[src/rtl/ssb_pkg.sv]
// Shared constants and types for the small system bus (SSB) arbiter.
//   SSB_ADDR_W / SSB_DATA_W : bus address and data widths
//   SsbHost* / SsbDev*      : host and device index assignments
//   ssb_rsp_t               : response pipeline register payload
package ssb_pkg;

    localparam int unsigned SSB_ADDR_W  = 32;
    localparam int unsigned SSB_DATA_W  = 32;
    localparam int unsigned SSB_BE_W    = 4;
    localparam int unsigned SSB_BURST_W = 3;

    // Host indices
    localparam int unsigned SsbHostDbg   = 0;
    localparam int unsigned SsbHostInstr = 1;
    localparam int unsigned SsbHostData  = 2;

    // Device indices
    localparam int unsigned SsbDevSram   = 0;
    localparam int unsigned SsbDevDbgMem = 1;

    // Id fields are sized generously so the struct does not depend on module parameters
    localparam int unsigned SsbHostIdW = 4;
    localparam int unsigned SsbDevIdW  = 4;

    typedef struct packed {
        logic                  valid;
        logic [SsbHostIdW-1:0] host;
        logic [SsbDevIdW-1:0]  dev;
        logic                  err;
    } ssb_rsp_t;

endpackage

[src/rtl/ssb_rr_arb.sv]
// Round-robin picker: grants the first eligible requester after last_i.
//   req_i  : request vector
//   mask_i : requesters excluded from this arbitration
//   last_i : index of the most recently granted requester
//   gnt_o  : one-hot grant (all zero when nothing is eligible)
//   idx_o  : index of the granted requester (0 when no grant)
module ssb_rr_arb #(
    parameter int unsigned N    = 3,
    // Derived from N; not intended to be overridden
    parameter int unsigned IdxW = (N > 1) ? $clog2(N) : 1
) (
    input  logic [N-1:0]    req_i,
    input  logic [N-1:0]    mask_i,
    input  logic [IdxW-1:0] last_i,
    output logic [N-1:0]    gnt_o,
    output logic [IdxW-1:0] idx_o
);

    logic [N-1:0] elig;
    logic         found;
    int unsigned  cand;

    // Scan N positions starting one past the last winner; the last winner is checked last
    always_comb begin
        elig  = req_i & ~mask_i;
        gnt_o = '0;
        idx_o = '0;
        found = 1'b0;
        cand  = 0;
        for (int unsigned i = 1; i <= N; i++) begin
            cand = (32'(last_i) + i) % N;
            if (!found && elig[cand]) begin
                found       = 1'b1;
                gnt_o[cand] = 1'b1;
                idx_o       = IdxW'(cand);
            end
        end
    end

endmodule

[src/rtl/ssb_arbiter.sv]
// Multi-host to multi-device bus arbiter with address decode and a one-stage
// response pipeline. Grant and device request are combinational in the request
// cycle; the response (rvalid/err/rdata) follows exactly one cycle later.
//   clk_sys_i, rst_sys_i           : clock, async active-high reset
//   host_req/addr/wdata/we/be_i     : per-host request channel
//   host_gnt_o                      : one-hot grant (same cycle)
//   host_rvalid_o, host_err_o       : one-hot response valid and error
//   host_rdata_o                    : shared read data, 0 without rvalid
//   dev_req_o, dev_addr/wdata/we/be : selected device access
//   dev_rdata_i                     : per-device read data, one cycle after dev_req_o
module ssb_arbiter
    import ssb_pkg::*;
#(
    parameter int unsigned            NumHosts   = 3,
    parameter int unsigned            NumDevices = 2,
    parameter logic [SSB_ADDR_W-1:0]  DevBase [NumDevices] = '{32'h00000000, 32'h1a110000},
    parameter logic [SSB_ADDR_W-1:0]  DevMask [NumDevices] = '{32'h0000FFFF, 32'h0000FFFF},
    parameter int unsigned            MaxBurst   = 4
) (
    input  logic                                 clk_sys_i,
    input  logic                                 rst_sys_i,
    input  logic [NumHosts-1:0]                  host_req_i,
    input  logic [NumHosts-1:0][SSB_ADDR_W-1:0]  host_addr_i,
    input  logic [NumHosts-1:0][SSB_DATA_W-1:0]  host_wdata_i,
    input  logic [NumHosts-1:0]                  host_we_i,
    input  logic [NumHosts-1:0][SSB_BE_W-1:0]    host_be_i,
    output logic [NumHosts-1:0]                  host_gnt_o,
    output logic [NumHosts-1:0]                  host_rvalid_o,
    output logic [NumHosts-1:0]                  host_err_o,
    output logic [SSB_DATA_W-1:0]                host_rdata_o,
    output logic [NumDevices-1:0]                dev_req_o,
    output logic [SSB_ADDR_W-1:0]                dev_addr_o,
    output logic [SSB_DATA_W-1:0]                dev_wdata_o,
    output logic                                 dev_we_o,
    output logic [SSB_BE_W-1:0]                  dev_be_o,
    input  logic [NumDevices-1:0][SSB_DATA_W-1:0] dev_rdata_i
);

    localparam int unsigned HostIdxW = (NumHosts > 1) ? $clog2(NumHosts) : 1;

    logic [HostIdxW-1:0]    ptr_q, ptr_d;
    logic [SSB_BURST_W-1:0] burst_q, burst_d;
    ssb_rsp_t               rsp_q, rsp_d;

    logic [NumHosts-1:0]    ptr_onehot;
    logic                   other_req;
    logic [NumHosts-1:0]    burst_mask;
    logic [NumHosts-1:0]    req_live;
    logic [NumHosts-1:0]    rr_gnt;
    logic [HostIdxW-1:0]    rr_idx;
    logic [NumHosts-1:0]    gnt;
    logic [HostIdxW-1:0]    gnt_idx;
    logic                   any_gnt;
    logic                   dev_hit;
    logic [SsbDevIdW-1:0]   dev_idx;

    // Burst limiting: the host on a full run sits out one arbitration if anyone else wants the bus
    always_comb begin
        ptr_onehot = NumHosts'(1) << ptr_q;
        other_req  = |(host_req_i & ~ptr_onehot);
        burst_mask = '0;
        if ((burst_q == SSB_BURST_W'(MaxBurst)) && other_req) begin
            burst_mask = ptr_onehot;
        end
        req_live = rst_sys_i ? '0 : host_req_i;
    end

    ssb_rr_arb #(
        .N (NumHosts)
    ) u_rr_arb (
        .req_i  (req_live),
        .mask_i (burst_mask),
        .last_i (ptr_q),
        .gnt_o  (rr_gnt),
        .idx_o  (rr_idx)
    );

    // Debug host overrides round-robin unless it is the one being burst-masked
    always_comb begin
        gnt     = rr_gnt;
        gnt_idx = rr_idx;
        if (req_live[SsbHostDbg] && !burst_mask[SsbHostDbg]) begin
            gnt     = NumHosts'(1) << SsbHostDbg;
            gnt_idx = HostIdxW'(SsbHostDbg);
        end
    end

    assign any_gnt    = |gnt;
    assign host_gnt_o = gnt;

    // Forward the granted host's request fields; all zero without a grant
    always_comb begin
        dev_addr_o  = '0;
        dev_wdata_o = '0;
        dev_we_o    = 1'b0;
        dev_be_o    = '0;
        for (int unsigned h = 0; h < NumHosts; h++) begin
            if (gnt[h]) begin
                dev_addr_o  = host_addr_i[h];
                dev_wdata_o = host_wdata_i[h];
                dev_we_o    = host_we_i[h];
                dev_be_o    = host_be_i[h];
            end
        end
    end

    // Address decode; scanning downward lets the lowest matching index win
    always_comb begin
        dev_hit   = 1'b0;
        dev_idx   = '0;
        dev_req_o = '0;
        for (int d = int'(NumDevices) - 1; d >= 0; d--) begin
            if (any_gnt && ((dev_addr_o & ~DevMask[d]) == DevBase[d])) begin
                dev_hit      = 1'b1;
                dev_idx      = SsbDevIdW'(d);
                dev_req_o    = '0;
                dev_req_o[d] = 1'b1;
            end
        end
    end

    // Next state: response capture, last-winner pointer, consecutive-grant count
    always_comb begin
        rsp_d       = '0;
        rsp_d.valid = any_gnt;
        rsp_d.host  = SsbHostIdW'(gnt_idx);
        rsp_d.dev   = dev_idx;
        rsp_d.err   = any_gnt && !dev_hit;
        ptr_d       = ptr_q;
        burst_d     = '0;
        if (any_gnt) begin
            ptr_d = gnt_idx;
            if ((gnt_idx == ptr_q) && (burst_q != '0)) begin
                burst_d = (burst_q >= SSB_BURST_W'(MaxBurst)) ? SSB_BURST_W'(MaxBurst)
                                                               : burst_q + SSB_BURST_W'(1);
            end else begin
                burst_d = SSB_BURST_W'(1);
            end
        end
    end

    always_ff @(posedge clk_sys_i or posedge rst_sys_i) begin
        if (rst_sys_i) begin
            ptr_q   <= HostIdxW'(NumHosts - 1);
            burst_q <= '0;
            rsp_q   <= '0;
        end else begin
            ptr_q   <= ptr_d;
            burst_q <= burst_d;
            rsp_q   <= rsp_d;
        end
    end

    // Response fan-out; read data returns 0 on error and when idle
    always_comb begin
        host_rvalid_o = '0;
        host_err_o    = '0;
        host_rdata_o  = '0;
        for (int unsigned h = 0; h < NumHosts; h++) begin
            if (rsp_q.valid && (rsp_q.host == SsbHostIdW'(h))) begin
                host_rvalid_o[h] = 1'b1;
                host_err_o[h]    = rsp_q.err;
            end
        end
        if (rsp_q.valid && !rsp_q.err) begin
            for (int unsigned d = 0; d < NumDevices; d++) begin
                if (rsp_q.dev == SsbDevIdW'(d)) begin
                    host_rdata_o = dev_rdata_i[d];
                end
            end
        end
    end

endmodule
[config.mk]
export PLATFORM = sky130hd
export DESIGN_NAME = ssb_arbiter
export DESIGN_NICKNAME = d
export VERILOG_FILES = /design/src/rtl/ssb_pkg.sv /design/src/rtl/ssb_rr_arb.sv /design/src/rtl/ssb_arbiter.sv
export SDC_FILE = /design/constraint.sdc
export NUM_CORES = 1
export LEC_CHECK = 0
export ABC_AREA = 1
export ABC_CLOCK_PERIOD_IN_PS = 3300
export CAP_MARGIN = 20
export CORE_AREA = 10 10 144 146
export CTS_CLUSTER_DIAMETER = 30
export DETAILED_ROUTE_END_ITERATION = 8
export DIE_AREA = 0 0 154 156
export DONT_BUFFER_PORTS = 1
export PLACE_DENSITY = 0.3
export SYNTH_ARGS = -nofsm -noshare
export SYNTH_HDL_FRONTEND = slang
export SYNTH_HIERARCHICAL = 1
export SYNTH_SLANG_ARGS = --single-unit
[constraint.sdc]
create_clock -name clk_sys_i -period 3.3 [get_ports clk_sys_i]
set_input_delay 0.66 -clock clk_sys_i [delete_from_list [all_inputs] [get_ports clk_sys_i]]
set_output_delay 0.66 -clock clk_sys_i [all_outputs]
set_load 0.05 [all_outputs]
======== After elaboration in Yosys (flattened, before gate mapping) ========
Index checks and enable logic that the tools add are counted.
word-level totals
  memory bits (read-only) ................. 0
  flip-flop bits (word level) ............. 13
  input port bits ......................... 276
  memories ................................ 0
  bits in latches ......................... 0
  output and inout port bits .............. 112
  memory bits (writable) .................. 0
  word-level logic and storage cells ...... 113
operators by class
  multiply operators ...................... 0
  shift-type cells ........................ 1
  reduce and logical (&&, ||, !) cells .... 26
  bitwise logic cells ..................... 6
  magnitude comparators ................... 7
  divide/modulo/power cells ............... 3
  multiplexer cells ....................... 54
  $add $sub $neg .......................... 4
  equal/unequal tests ..................... 6
operators by type and width
  cell                     number
  $mux W32                 9
  $ge A32 B1 Y1 const B    3
  $lt A32 B3 Y1 const B    3
  $mod A32 B2 Y32 const B  3
  $logic_not A32 Y1        1
  $mux W3                  9
  $mux W1                  20
  $eq A16 B13 Y1 const B   1
  $mux W4                  4
  $logic_and A1 B1 Y1      15
  $mux W2                  6
  $logic_not A4 Y1         2
  $add A2 B2 Y3 const B    2
  $and A3 B3 Y3            2
  $bmux W1 S2              3
  $demux W1 S2             3
  $not A3 Y3               2
  $or A3 B3 Y3             2
  $reduce_or A3 Y1         2
  $logic_not A1 Y1         5
  $eq A4 B1 Y1 const B     1
  $add A2 B1 Y3 const B    1
  $add A3 B1 Y3 const B    1
  $eq A3 B3 Y1 const B     1
  other kinds (6)          6

======== Logic depth before layout (Yosys ltp) ========
  depth after elaboration ................. 27
  gate-level depth with buffers ........... 26
  depth with buffers taken out ............ 26

======== Cells and area by module ========
Netlist, hierarchy kept.
by module, submodules not included
  module       area an instance (um^2)  seq. area each (um^2)  cells each  instances
  ssb_arbiter  2910.3                   251.5                  590         1
  ssb_rr_arb   305.3                    0.0                    53          1

======== Worst setup path before layout ========
No wires, ideal clock.
  path type ............................... register to output
  start point ............................. reg ptr_q[1]
  end point ............................... out dev_req_o[0]
  stages on the path, launching flop included .. 23
  data arrival time ....................... 3.572 ns
  setup slack ............................. -0.932 ns
  required time ........................... 2.640 ns
  path buffers ............................ 2
  path through ............................ dfstp_2 > inv_1 > nand2_1 > nand2_1 > nand3_2 > nand2_1 > nor2_1 > nor2_4 > nand2_1 > nand2_1 > nand2_4 > nor2_4 > nand2_2 > nand3_1 > buf_1 > nand2_4 > buf_2 > nand2_1 > nand2_1 > o21ai_1 > nor3_1 > nand3_1 > nor2_1
between the ends
  elaborated cells between the ends (all ways) .. 56
  those cells by class .................... add/sub: 3; div: 3; order compare: 6; shift: 1; mux: 23; bitwise: 6; reduce/logical: 14
RTL lines
  element                   line                text
  start: declaration        ssb_arbiter.sv:41   logic [HostIdxW-1:0] ptr_q, ptr_d;
  start signal: assignment  ssb_arbiter.sv:144  ptr_q <= HostIdxW'(NumHosts - 1);
  start signal: assignment  ssb_arbiter.sv:148  ptr_q <= ptr_d;
  $shl A1 B2 Y3 *           ssb_arbiter.sv:59   ptr_onehot = NumHosts'(1) << ptr_q;
  $not A3 Y3                ssb_arbiter.sv:60   other_req = |(host_req_i & ~ptr_onehot);
  $and A3 B3 Y3             ssb_arbiter.sv:60
  $reduce_or A3 Y1          ssb_arbiter.sv:60
  $logic_and A1 B1 Y1       ssb_arbiter.sv:62   if ((burst_q == SSB_BURST_W'(MaxBurst)) && other_req) begin
  $mux W3 *                 ssb_arbiter.sv:62
  via burst_mask[2]         ssb_arbiter.sv:47   logic [NumHosts-1:0] burst_mask;
  $not A3 Y3 *              ssb_rr_arb.sv:25    elig = req_i & ~mask_i;
  [... 9 more ...]          n/a
  $mux W3 *                 ssb_rr_arb.sv:32    if (!found && elig[cand]) begin
  via rr_gnt[1]             ssb_arbiter.sv:49   logic [NumHosts-1:0] rr_gnt;
  $mux W3 *                 ssb_arbiter.sv:82   if (req_live[SsbHostDbg] && !burst_mask[SsbHostDbg]) begin
  $mux W32 * (2 in a row)   ssb_arbiter.sv:98   if (gnt[h]) begin
  via dev_addr_o[17]        ssb_arbiter.sv:32   output logic [SSB_ADDR_W-1:0] dev_addr_o,
  $logic_not A32 Y1 *       ssb_arbiter.sv:113  if (any_gnt && ((dev_addr_o & ~DevMask[d]) == DevBase[d])) begin
  $logic_and A1 B1 Y1 *     ssb_arbiter.sv:113
  $mux W2 *                 ssb_arbiter.sv:113
  end: declaration          ssb_arbiter.sv:31   output logic [NumDevices-1:0] dev_req_o,
Mark *: on every way through the listed nets, which the timed path passes. The rest lies on a longest branch. The select of a mux whose other input is x is not followed.

======== Worst setup path in the final report ========
  start point ............................. reg ptr_q[1]
  end point ............................... out dev_req_o[0]
between the ends
  elaborated cells between the ends (all ways) .. 56
  those cells by class .................... add/sub: 3; div: 3; order compare: 6; shift: 1; mux: 23; bitwise: 6; reduce/logical: 14
RTL lines
  element                line
  $shl A1 B2 Y3 *        ssb_arbiter.sv:59
  $not A3 Y3             ssb_arbiter.sv:60
  $and A3 B3 Y3          ssb_arbiter.sv:60
  $reduce_or A3 Y1       ssb_arbiter.sv:60
  $logic_and A1 B1 Y1    ssb_arbiter.sv:62
  $mux W3 *              ssb_arbiter.sv:62
  via burst_mask[1]      ssb_arbiter.sv:47
  $not A3 Y3 *           ssb_rr_arb.sv:25
  [... 8 more ...]       n/a
  $logic_and A1 B1 Y1    ssb_rr_arb.sv:32
  $mux W3 *              ssb_rr_arb.sv:32
  via rr_gnt[1]          ssb_arbiter.sv:49
  $mux W3 *              ssb_arbiter.sv:82
  $mux W32 (2 in a row)  ssb_arbiter.sv:98
  $logic_not A32 Y1      ssb_arbiter.sv:113
  $logic_and A1 B1 Y1 *  ssb_arbiter.sv:113
  $mux W2 *              ssb_arbiter.sv:113
Marked as above.

==> summary.md <==
| Metric | Value |
|---|---|
| Synth Instances | 643 |
| Comb pwr share | 96.3% |
| P_leak | 3.26 nW |
| CTS tree | yes |
| Die Y-Extent | 156 um |
| Number of enable flip-flop cells after synthesis | 0 |
| Routed wire length | 23400 um |
| # clock sinks | 10 |
| Area Growth Syn to Fin | 143% |
| Routed wl met3 | 2060 um |
| CTS clk-pin slew, worst paths | 40 ps |
| Seq pwr share | 1.7% |
| Clock Latency Late Sink | 230 ps |
| Clock Root Buffer | clkbuf_16 |
| Largest net degree at the start of global routing | 33 |
| Die ar. | 24000 um^2 |
| Setup violations, final | 72 |
| Vias in the first global route | 5173 |
| GRT Total Usage | 17.2% |
| H-tree Lvls | 1 |
| Worst Tran Pin Value | 888 ps |
| Port bufs | 0 |
| Final worst slack | -544 ps |
| Sw Ratio | 53.6% |
| Num rows | 49 |
| Worst-path fanout max | 10 |
| Fin nets | 1092 |
| Vias | 5084 |
| Routed length on met2 | 13000 um |
| Placer Congestion | 0.867 |
| Mapped Nets | 925 |
| Total CTS buffers | 3 |
| Initial core utilization | 18.0% |
| Setup TNS Final | -24810 ps |
| Avg Cell Area, Syn | 5.00 um^2 |
| CP Capture Type | output port |
| Initial antenna violation count | 0 |
| Max-slew headroom | 40.7% |
| Top Metal Used | met4 |
| FFs w/ async S/R, synth | 100% |
| Post-DP HPWL | 19000 um |
| RSZ-0062 raised after global routing | true |
| Max-Cap Viols | 0 |
| Main synth FF type | dfrtp_1 |
| Ports | 388 |
| DRC viols | 0 |
| CORE AREA | 17800 um^2 |
| Fmax | 260 MHz |
| Syn Std Cell Area | 3220 um^2 |
| Post-CTS Hold Fix Bufs | 0 |
| Synth top area share | 25.1% |
| # diodes | 0 |
| Count of cell types in the netlist | 33 |
| Vias per Instance | 4.90 |
| Peak supply drop | 0.000993 V |
| Met1 WL | 8160 um |
| Worst Setup Path Type | flop to output port |
| Hold Fails Final Rpt | 0 |
| Pwr dens | 1570 nW/um^2 |
| GRT overflow | 0 |
| Outcome | complete, but fails checks |
| Net Sw Power | 6.56 mW |
| Worst min-delay path class | input pin to async pin |
| Final min period | 3840 ps |
| Setup Skew | 1.88 ps |
| Total power | 12.2 mW |
| Die X | 154 um |
| Iteration-0 DRC Markers | 174 |
| Routed len/inst | 22.6 um |
| Clock network power share | 1.9% |
| Dpl ws | -286 ps |
| Startpoint types | flop |
| Deepest clock path buffer count | 2 |
| Synthesis warning total | 6 |
| CP arrival | 3180 ps |
| Share of cells above drive strength 1 | 51.7% |
| Pre-antenna DRT Iters | 4 |
| Top post-synthesis cells by area | nand2_1 (25%), nand3_1 (15%), a31oi_1 (11%) |
| Flop and latch count out of synthesis | 10 |
| Worst endpoint required time | 2640 ps |
| Sequential share of the synthesized area | 7.82% |
| Internal Power | 5.69 mW |
| First-pass GRT wire length | 32900 um |
| Final Max Slew Viols | 0 |
| Violated checks | negative setup slack |
| Area leader, netlist | nand2_1 |
| DRT antenna net count | 0 |
| Post-route clock period utilization | 116% |
-- final cells by class --
| cell class | count | area, um^2 |
|---|---|---|
| fill | 1744 | 10000 |
| multi-input combinational | 532 | 4070 |
| timing repair buffer | 203 | 2850 |
| tap | 229 | 287 |
| sequential | 10 | 253 |
| inverter | 59 | 246 |
| clock buffer | 4 | 88.8 |
| timing repair inverter | 1 | 11.3 |
-- kinds of logic (layout without fill, tap and decap cells) --
logic type | after synthesis | in the layout | share of synthesized area [%]
AOI/OAI and AO/OA | 96 | 96 | 17.5
adders and majority gates | 6 | 6 | 2.33
buffers and inverters | 107 | 267 | 14.3
DFF | 10 | 10 | 7.82
and+or+nand+nor | 424 | 430 | 58.1
-- per-layer routing --
metal  vias to the layer above  GRT usage, %
met5                         -             0
met4                         0          1.93
met3                        12          5.18
met2                       232          33.8
met1                      2377          17.8
li1                       2463             -
-- registers in the layout, indices dropped and copies added (netlist names) --
name	cells
burst_q	3
rsp_q	5
ptr_q	2
-- stage by stage --
step / cells / cell area, um^2 / hold slack [ps] / util (%)
finish: 1038 / 7800 / 296 / 43.7
global route: 1038 / 7800 / 312 / 43.7
CTS: 1014 / 6930 / 305 / 38.8
detailed placement: 990 / 6350 / 538 / 35.6
global placement: 990 / 6350 / 527 / 35.6
floorplan: 643 / 4190 / 499 / -
-- cells in the final DEF, fill, tap and decap left out, types with 3 or more instances in the layout --
cell type and instances:
nand2_1 182, buf_4 96, buf_12 83, nor2_1 65, a31oi_4 54, nand3_2 50, inv_1 42, nand3_1 37
a21oi_1 32, nand2_2 27, nand2_4 16, inv_2 12, nand3_4 10, dfrtp_1 8, buf_6 8, or2_1 7
nor2_2 7, clkbuf_16 7, nand2_8 6, nor2_4 6, ha_1 5, buf_16 5, buf_8 5, nor3_2 4
inv_4 3, or2_0 3, nand3b_1 3, o21ai_0 3, nor4_2 3
-- worst max-delay path, stage by stage, from the launching register on --
cell	delay (ps)
dfstp_2	590
inv_2	70
nand2_4	70
nand2_4	50
nand3_4	100
nand2_4	70
nor2_4	110
inv_2	60
nand3_2	80
nand3_2	100
nand2_4	90
nand4_1	190
nand3_4	180
nand2_8	120
buf_4	190
nand3_2	60
nand3_1	80
nand2_2	120
inv_6	40
nor3_2	170
nand3_2	120
nor2_4	140
buf_12	140
-- path summary, 6_finish.rpt --
kind                                            from              endpoint  slack, ps  cells past startpoint
worst max-delay path            ptr_q[1]$_DFFE_PP1P_          dev_req_o[0]       -540                     22
worst min-delay path                       rst_sys_i    rsp_q[9]$_DFF_PP0_        300                      1
worst max register to register  ptr_q[1]$_DFFE_PP1P_    rsp_q[0]$_DFF_PP0_        240                     23
worst min register to register  burst_q[2]$_DFF_PP0_  burst_q[2]$_DFF_PP0_        540                      2
max in group asynchronous                  rst_sys_i  ptr_q[1]$_DFFE_PP1P_       2690                      1
min in group clk_sys_i          burst_q[2]$_DFF_PP0_  burst_q[2]$_DFF_PP0_        540                      2
-- synthesized netlist by cell type (4+ instances only) --
master / instances
nor3_1: 5
nand2_2: 4
o21ai_0: 4
a31oi_1: 54
nor2_1: 74
nand2_1: 215
inv_2: 4
dfrtp_1: 9
nand2_4: 6
clkbuf_1: 22
ha_1: 6
nand3_1: 94
buf_1: 7
buf_6: 4
or2_1: 7
a21oi_1: 32
inv_1: 54
buf_2: 12
-- power groups by stage --
stage               clock network (mW)  registers, mW  logic, mW
floorplan                            0          0.198       6.00
global placement                     0          0.210       10.3
detailed placement                   0          0.213       10.3
CTS                              0.240          0.212       11.0
global route                     0.247          0.220       12.3
finish                           0.235          0.212       11.8
-- what timing repair did --
item                                    CTS  global route
resized for setup                        54           133
endpoints found under the setup margin   73            74
buffers inserted                         11            20
gates cloned                              9             5
pin swaps                                24            33
(Power assumes the default switching activity.)
